$ cat config.mk
export PLATFORM = sky130hd
export DESIGN_NAME = lsu_rmw
export DESIGN_NICKNAME = d
export VERILOG_FILES = /design/src/rtl/lsu_pkg.sv /design/src/rtl/lsu_align.sv /design/src/rtl/lsu_rmw.sv
export SDC_FILE = /design/constraint.sdc
export NUM_CORES = 1
export LEC_CHECK = 0
export CAP_MARGIN = 20
export CORE_MARGIN = 2
export CORE_UTILIZATION = 46
export CTS_CLUSTER_DIAMETER = 60
export CTS_CLUSTER_SIZE = 12
export DETAILED_ROUTE_END_ITERATION = 16
export PLACE_DENSITY = 0.77
export SYNTH_ARGS = -nofsm -noshare
export SYNTH_HDL_FRONTEND = slang
export SYNTH_HIERARCHICAL = 1
export SYNTH_SLANG_ARGS = --single-unit
$ cat constraint.sdc
create_clock -name clk -period 6 [get_ports clk]
set_input_delay 1.2 -clock clk [delete_from_list [all_inputs] [get_ports clk]]
set_output_delay 1.2 -clock clk [all_outputs]
set_load 0.03 [all_outputs]
$ cat src/rtl/lsu_pkg.sv
// Shared types and helpers for the load/store unit: FSM states, RV32I funct3 codes,
// and the alignment check, lane extraction and store-merge functions.
package lsu_pkg;

    typedef enum logic [1:0] {
        ST_IDLE  = 2'd0,
        ST_READ  = 2'd1,
        ST_WRITE = 2'd2,
        ST_RESP  = 2'd3
    } lsu_state_t;

    localparam logic [2:0] F3_B  = 3'b000;
    localparam logic [2:0] F3_H  = 3'b001;
    localparam logic [2:0] F3_W  = 3'b010;
    localparam logic [2:0] F3_BU = 3'b100;
    localparam logic [2:0] F3_HU = 3'b101;

    // Covers both misalignment and encodings that are illegal for the direction.
    function automatic logic lsu_misaligned(input logic [2:0] funct3,
                                            input logic [1:0] addr,
                                            input logic       we);
        logic bad;
        bad = 1'b0;
        case (funct3)
            F3_B:    bad = 1'b0;
            F3_H:    bad = addr[0];
            F3_W:    bad = (addr != 2'b00);
            F3_BU:   bad = we;
            F3_HU:   bad = we | addr[0];
            default: bad = 1'b1;
        endcase
        return bad;
    endfunction

    function automatic logic [31:0] lsu_extract(input logic [31:0] word,
                                                input logic [2:0]  funct3,
                                                input logic [1:0]  addr);
        logic [7:0]  b;
        logic [15:0] h;
        logic [31:0] res;
        b = word[{addr, 3'b000} +: 8];
        h = addr[1] ? word[31:16] : word[15:0];
        case (funct3)
            F3_B:    res = {{24{b[7]}}, b};
            F3_H:    res = {{16{h[15]}}, h};
            F3_BU:   res = {24'h0, b};
            F3_HU:   res = {16'h0, h};
            default: res = word;
        endcase
        return res;
    endfunction

    function automatic logic [31:0] lsu_merge(input logic [31:0] word,
                                              input logic [31:0] wdata,
                                              input logic [2:0]  funct3,
                                              input logic [1:0]  addr);
        logic [31:0] res;
        res = word;
        case (funct3)
            F3_B: res[{addr, 3'b000} +: 8] = wdata[7:0];
            F3_H: begin
                if (addr[1]) res[31:16] = wdata[15:0];
                else         res[15:0]  = wdata[15:0];
            end
            default: res = wdata;
        endcase
        return res;
    endfunction

endpackage

$ cat src/rtl/lsu_align.sv
// Combinational lane logic: sign/zero-extended load extraction and sub-word store merge.
module lsu_align
    import lsu_pkg::*;
(
    input  logic [31:0] word,
    input  logic [31:0] wdata,
    input  logic [2:0]  funct3,
    input  logic [1:0]  addr_lo,
    output logic [31:0] load_data,
    output logic [31:0] merged
);

    assign load_data = lsu_extract(word, funct3, addr_lo);
    assign merged    = lsu_merge(word, wdata, funct3, addr_lo);

endmodule

$ cat src/rtl/lsu_rmw.sv
// Load/store unit for a word-only dmem: sub-word stores via read-modify-write.
// Optional performance counters are built when LSU_PERF_EN is defined.
module lsu_rmw
    import lsu_pkg::*;
#(
    parameter int ADDR_W = 32
) (
    input  logic              clk,
    input  logic              rst_n,
    input  logic              req_valid,
    output logic              req_ready,
    input  logic              req_we,
    input  logic [2:0]        req_funct3,
    input  logic [ADDR_W-1:0] req_addr,
    input  logic [31:0]       req_wdata,
    output logic              rsp_valid,
    input  logic              rsp_ready,
    output logic [31:0]       rsp_rdata,
    output logic              rsp_err,
    output logic              dmem_we,
    output logic [ADDR_W-1:0] dmem_a,
    output logic [31:0]       dmem_wd,
    input  logic [31:0]       dmem_rd
`ifdef LSU_PERF_EN
    ,
    output logic [31:0]       perf_loads,
    output logic [31:0]       perf_stores,
    output logic [31:0]       perf_errs
`endif
);

    lsu_state_t        state_q, state_d;
    logic              we_q;
    logic [2:0]        f3_q;
    logic [ADDR_W-1:0] addr_q;
    logic [31:0]       wdata_q;
    logic [31:0]       data_q;
    logic              err_q;

    logic              accept;
    logic              req_err;
    logic              rsp_hs;
    logic [31:0]       load_data;
    logic [31:0]       merged;

    assign req_err = lsu_misaligned(req_funct3, req_addr[1:0], req_we);
    assign dmem_a  = {addr_q[ADDR_W-1:2], 2'b00};

    lsu_align u_align (
        .word      (dmem_rd),
        .wdata     (wdata_q),
        .funct3    (f3_q),
        .addr_lo   (addr_q[1:0]),
        .load_data (load_data),
        .merged    (merged)
    );

    // NOTE: sequential state uses non-blocking assignments so every register
    // samples pre-edge values regardless of process ordering.
    always_ff @(posedge clk or negedge rst_n) begin
        if (!rst_n) state_q <= ST_IDLE;
        else        state_q <= state_d;
    end

    // NOTE: every output gets a default first so no path through the case
    // leaves a signal unassigned and infers a latch.
    always_comb begin
        state_d   = state_q;
        req_ready = 1'b0;
        rsp_valid = 1'b0;
        rsp_rdata = 32'h0;
        rsp_err   = 1'b0;
        dmem_we   = 1'b0;
        dmem_wd   = 32'h0;
        accept    = 1'b0;
        rsp_hs    = 1'b0;
        case (state_q)
            ST_IDLE: begin
                req_ready = 1'b1;
                if (req_valid) begin
                    accept = 1'b1;
                    if (req_err)                            state_d = ST_RESP;
                    else if (req_we && req_funct3 == F3_W)  state_d = ST_WRITE;
                    else                                    state_d = ST_READ;
                end
            end
            ST_READ:  state_d = we_q ? ST_WRITE : ST_RESP;
            ST_WRITE: begin
                dmem_we = 1'b1;
                dmem_wd = data_q;
                state_d = ST_RESP;
            end
            ST_RESP: begin
                rsp_valid = 1'b1;
                rsp_rdata = data_q;
                rsp_err   = err_q;
                if (rsp_ready) begin
                    rsp_hs  = 1'b1;
                    state_d = ST_IDLE;
                end
            end
            default: state_d = ST_IDLE;
        endcase
    end

    // data_q carries the store word into WRITE, then the load result (or 0) into RESP.
    always_ff @(posedge clk or negedge rst_n) begin
        if (!rst_n) begin
            we_q    <= 1'b0;
            f3_q    <= 3'b000;
            addr_q  <= '0;
            wdata_q <= 32'h0;
            data_q  <= 32'h0;
            err_q   <= 1'b0;
        end else begin
            case (state_q)
                ST_IDLE: begin
                    if (accept) begin
                        we_q    <= req_we;
                        f3_q    <= req_funct3;
                        addr_q  <= req_addr;
                        wdata_q <= req_wdata;
                        err_q   <= req_err;
                        data_q  <= (req_we && !req_err) ? req_wdata : 32'h0;
                    end
                end
                ST_READ:  data_q <= we_q ? merged : load_data;
                ST_WRITE: data_q <= 32'h0;
                ST_RESP: begin
                    if (rsp_hs) begin
                        data_q <= 32'h0;
                        err_q  <= 1'b0;
                    end
                end
                default: ;
            endcase
        end
    end

`ifdef LSU_PERF_EN
    always_ff @(posedge clk or negedge rst_n) begin
        if (!rst_n) begin
            perf_loads  <= 32'h0;
            perf_stores <= 32'h0;
            perf_errs   <= 32'h0;
        end else if (rsp_hs) begin
            if (err_q)     perf_errs   <= perf_errs + 32'd1;
            else if (we_q) perf_stores <= perf_stores + 32'd1;
            else           perf_loads  <= perf_loads + 32'd1;
        end
    end
`endif

endmodule

==> results.cfg <==
[floorplan]
ios = 204
rows = 47
die_w_microns = 133
die-area_sq_um = 17600
initial_core_util_pct = 46.6
core_area_sq_um = 16300
die_h_microns = 133

[timing]
tns_ns = 0
fin_crit_sh_pct = 62.1
fin_skew_ns = 0.00998
setup_viol = 0
fin_crit_ns = 3.73
drv_slew = 0
rsz0062_at_grt = false
slew_headroom_pct = 33.5
tightest_slew_ns = 0.998
hold_viol = 0
max_clock_freq_ghz = 0.268

[hold_path]
holdPathStages = 1
worstHoldStart = addr_q[27]
min_path_type = register to register

[critical_path]
slowest_delay_ns = 0.74
reg2regPathDepth = 9
startpoint = state_q[0]
cp.depth = 4
critPathKind = register to output port
endpoint_kind = output port
arrival_ns = 2.53
worst_setup_path_start_kind = register
required_ns = 4.80
cpMaxStageDelayCell = ha_1
critPathMaxFanout = 34
worstReg2RegStart = addr_q[1]
cp_cell_sequence = inv_1, ha_1, and2_1, clkdlybuf4s50_1
crit_buf_inv = 2
critPathTopFamily = buffers and inverters

[clock_tree]
holdBufCountCts = 0
path_clk_slew_ns = 0.07
cts_buffer_depth = 2
post_cts_buffers = 0
numCtsBuffers = 9
tritoncts = done
cts_resized = 0
cts.sinks = 103
h-tree-depth = 3
insertion_delay_ns = 0.35
root_buffer = clkbuf_16

[power]
p_per_area_nw_per_um2 = 529
p_leak_nw = 3.98
ir_worst_vdd_mv = 0.259
seqPwrFrac_pct = 26.3
p_clk_share_pct = 11.3
internal_power_w = 0.00277
power_frac_comb_pct = 62.5
switchingPower_w = 0.00237
p_sw_share_pct = 46.2

[route]
viasPerCell = 6.05
via_count = 6948
drc = 0
drtIter0Drc = 767
wl_microns = 23700
wl_per_cell_microns = 20.6
drt-pass1-iter-count = 7
postRouteAntennaNets = 0

[job]
drv_cap = 0

[finish]
fin_util_pct = 59.5
drive_above_1_share_pct = 8.61
fillers = 1460
n_antenna_cell = 0
nNetsFinal = 1037
syn2layout_area_growth_pct = 27.7

[synth]
ys_types = 58
yosysMostFrequentCell = dfrtp_1
seq_area_frac_synth_pct = 33.9
syn_avg_cell_area_sq_um = 9.41
synth_area_leaders = dfrtp_1 34%, mux2_1 10%, and2_1 5.5%, mux2_2 5.2%, and4b_1 3.9%
synth_ff_type = dfrtp_1
ys_top_cells_by_count = 103 x dfrtp_1, 70 x mux2_1, 67 x and2_1
ys_async_sr_fraction_pct = 100
synth_top_cell_area_share_pct = 33.9
syn-instance-count = 809
synth-warning-count = 6
yosysTopAreaCell = dfrtp_1
ys_ff_latch = 103
synth_area_sq_um = 7610
synth_edf_count = 0

[placed_design]
io_buffers = 201
dpl.hpwl_microns = 16400
gp_congestion = 0.959

[global_route]
grt_pass1_wl_microns = 37100
grt_pass1_vias = 6783
grt-ovfl-total = 0
antenna_found_initial = 0
grtUsageTotal_pct = 26.5
grt_max_degree = 70

[outcome]
status = completed
## area by class of cell
cell class	instances	area [sq um]	share of cell area (%)
flip-flops and latches	103	2580	26.5
repair buffers	218	2160	22.3
clock inverters	3	25.0	0.257
multi-input cells	585	4390	45.2
well taps	220	275	2.83
clock buffers	13	260	2.68
inverters	7	26.3	0.270
## registers in the layout (all words and copies together) (netlist names)
name     count
addr_q      32
data_q      32
err_q        1
f3_q         3
state_q      2
wdata_q     32
we_q         1
## worst reg2reg max path, delay by kind of cell, from the launching register on
kind / cells / cell delay [ns]
buffers and inverters: 2 / 0.76
AOI/OAI and AO/OA: 3 / 0.65
adders and majority gates: 1 / 0.62
DFF: 1 / 0.37
muxes: 1 / 0.29
and+or+nand+nor: 2 / 0.22
## placed cells by master, fill, tap and decap left out, types with 21 or more instances in the layout
cell type,count
a221o_1,29
mux2_1,70
nand2_1,55
and4b_1,30
mux2_2,35
clkdlybuf4s50_1,200
a21oi_1,34
nor2_1,21
and2_1,67
dfrtp_1,103
nand3_1,51
a31oi_1,39
## path summary, 6_finish.rpt
kind / endpoint / slack [ns]
max: dmem_wd[1] / 2.27
min: addr_q[27] / 0.49
max reg2reg: data_q[5] / 2.96
min reg2reg: addr_q[27] / 0.49
max in group asynchronous: f3_q[1] / 3.98
min in group asynchronous: wdata_q[7] / 0.84
## power by group through the flow
stage	sequential [W]	combinational [W]	clock, W
6_report	0.00135	0.00321	0.000579
4_1_cts	0.00134	0.00318	0.000587
5_1_grt	0.00139	0.00344	0.000612
3_5_place_dp	0.00135	0.00316	0
3_3_place_gp	0.00133	0.00312	0
2_1_floorplan	0.00121	0.00245	0
## stage by stage
stage	instance area, sq um	instances	worst slack (ns)	power (W)	hold slack [ns]
after floorplan	7610	810	3.29	0.00366	0.457
after global placement	9390	1130	2.57	0.00445	0.472
after detailed placement	9390	1130	2.53	0.00451	0.481
after CTS	9670	1146	2.22	0.00511	0.496
after global routing	9720	1149	2.10	0.00544	0.511
final	9720	1149	2.27	0.00514	0.490
## cell families after synthesis
group,after synthesis,synth area share (%)
flops,103,33.9
fa+ha+maj,9,1.48
simple gates,282,22.1
buf+inv,122,8.73
compound gates,178,16.9
mux,114,16.9
other cells,1,0.0493
## per-layer routing
metal / vias to the layer above / part of all wire [%] / GRT usage [%]
li1: 3174 / - / -
met1: 3314 / 40 / 34.9
met2: 392 / 45 / 41.9
met3: 68 / 10 / 6.25
met4: 0 / 3.9 / 11.4
met5: - / 0 / 0
Note: power is estimated with default switching activity, not from simulation.
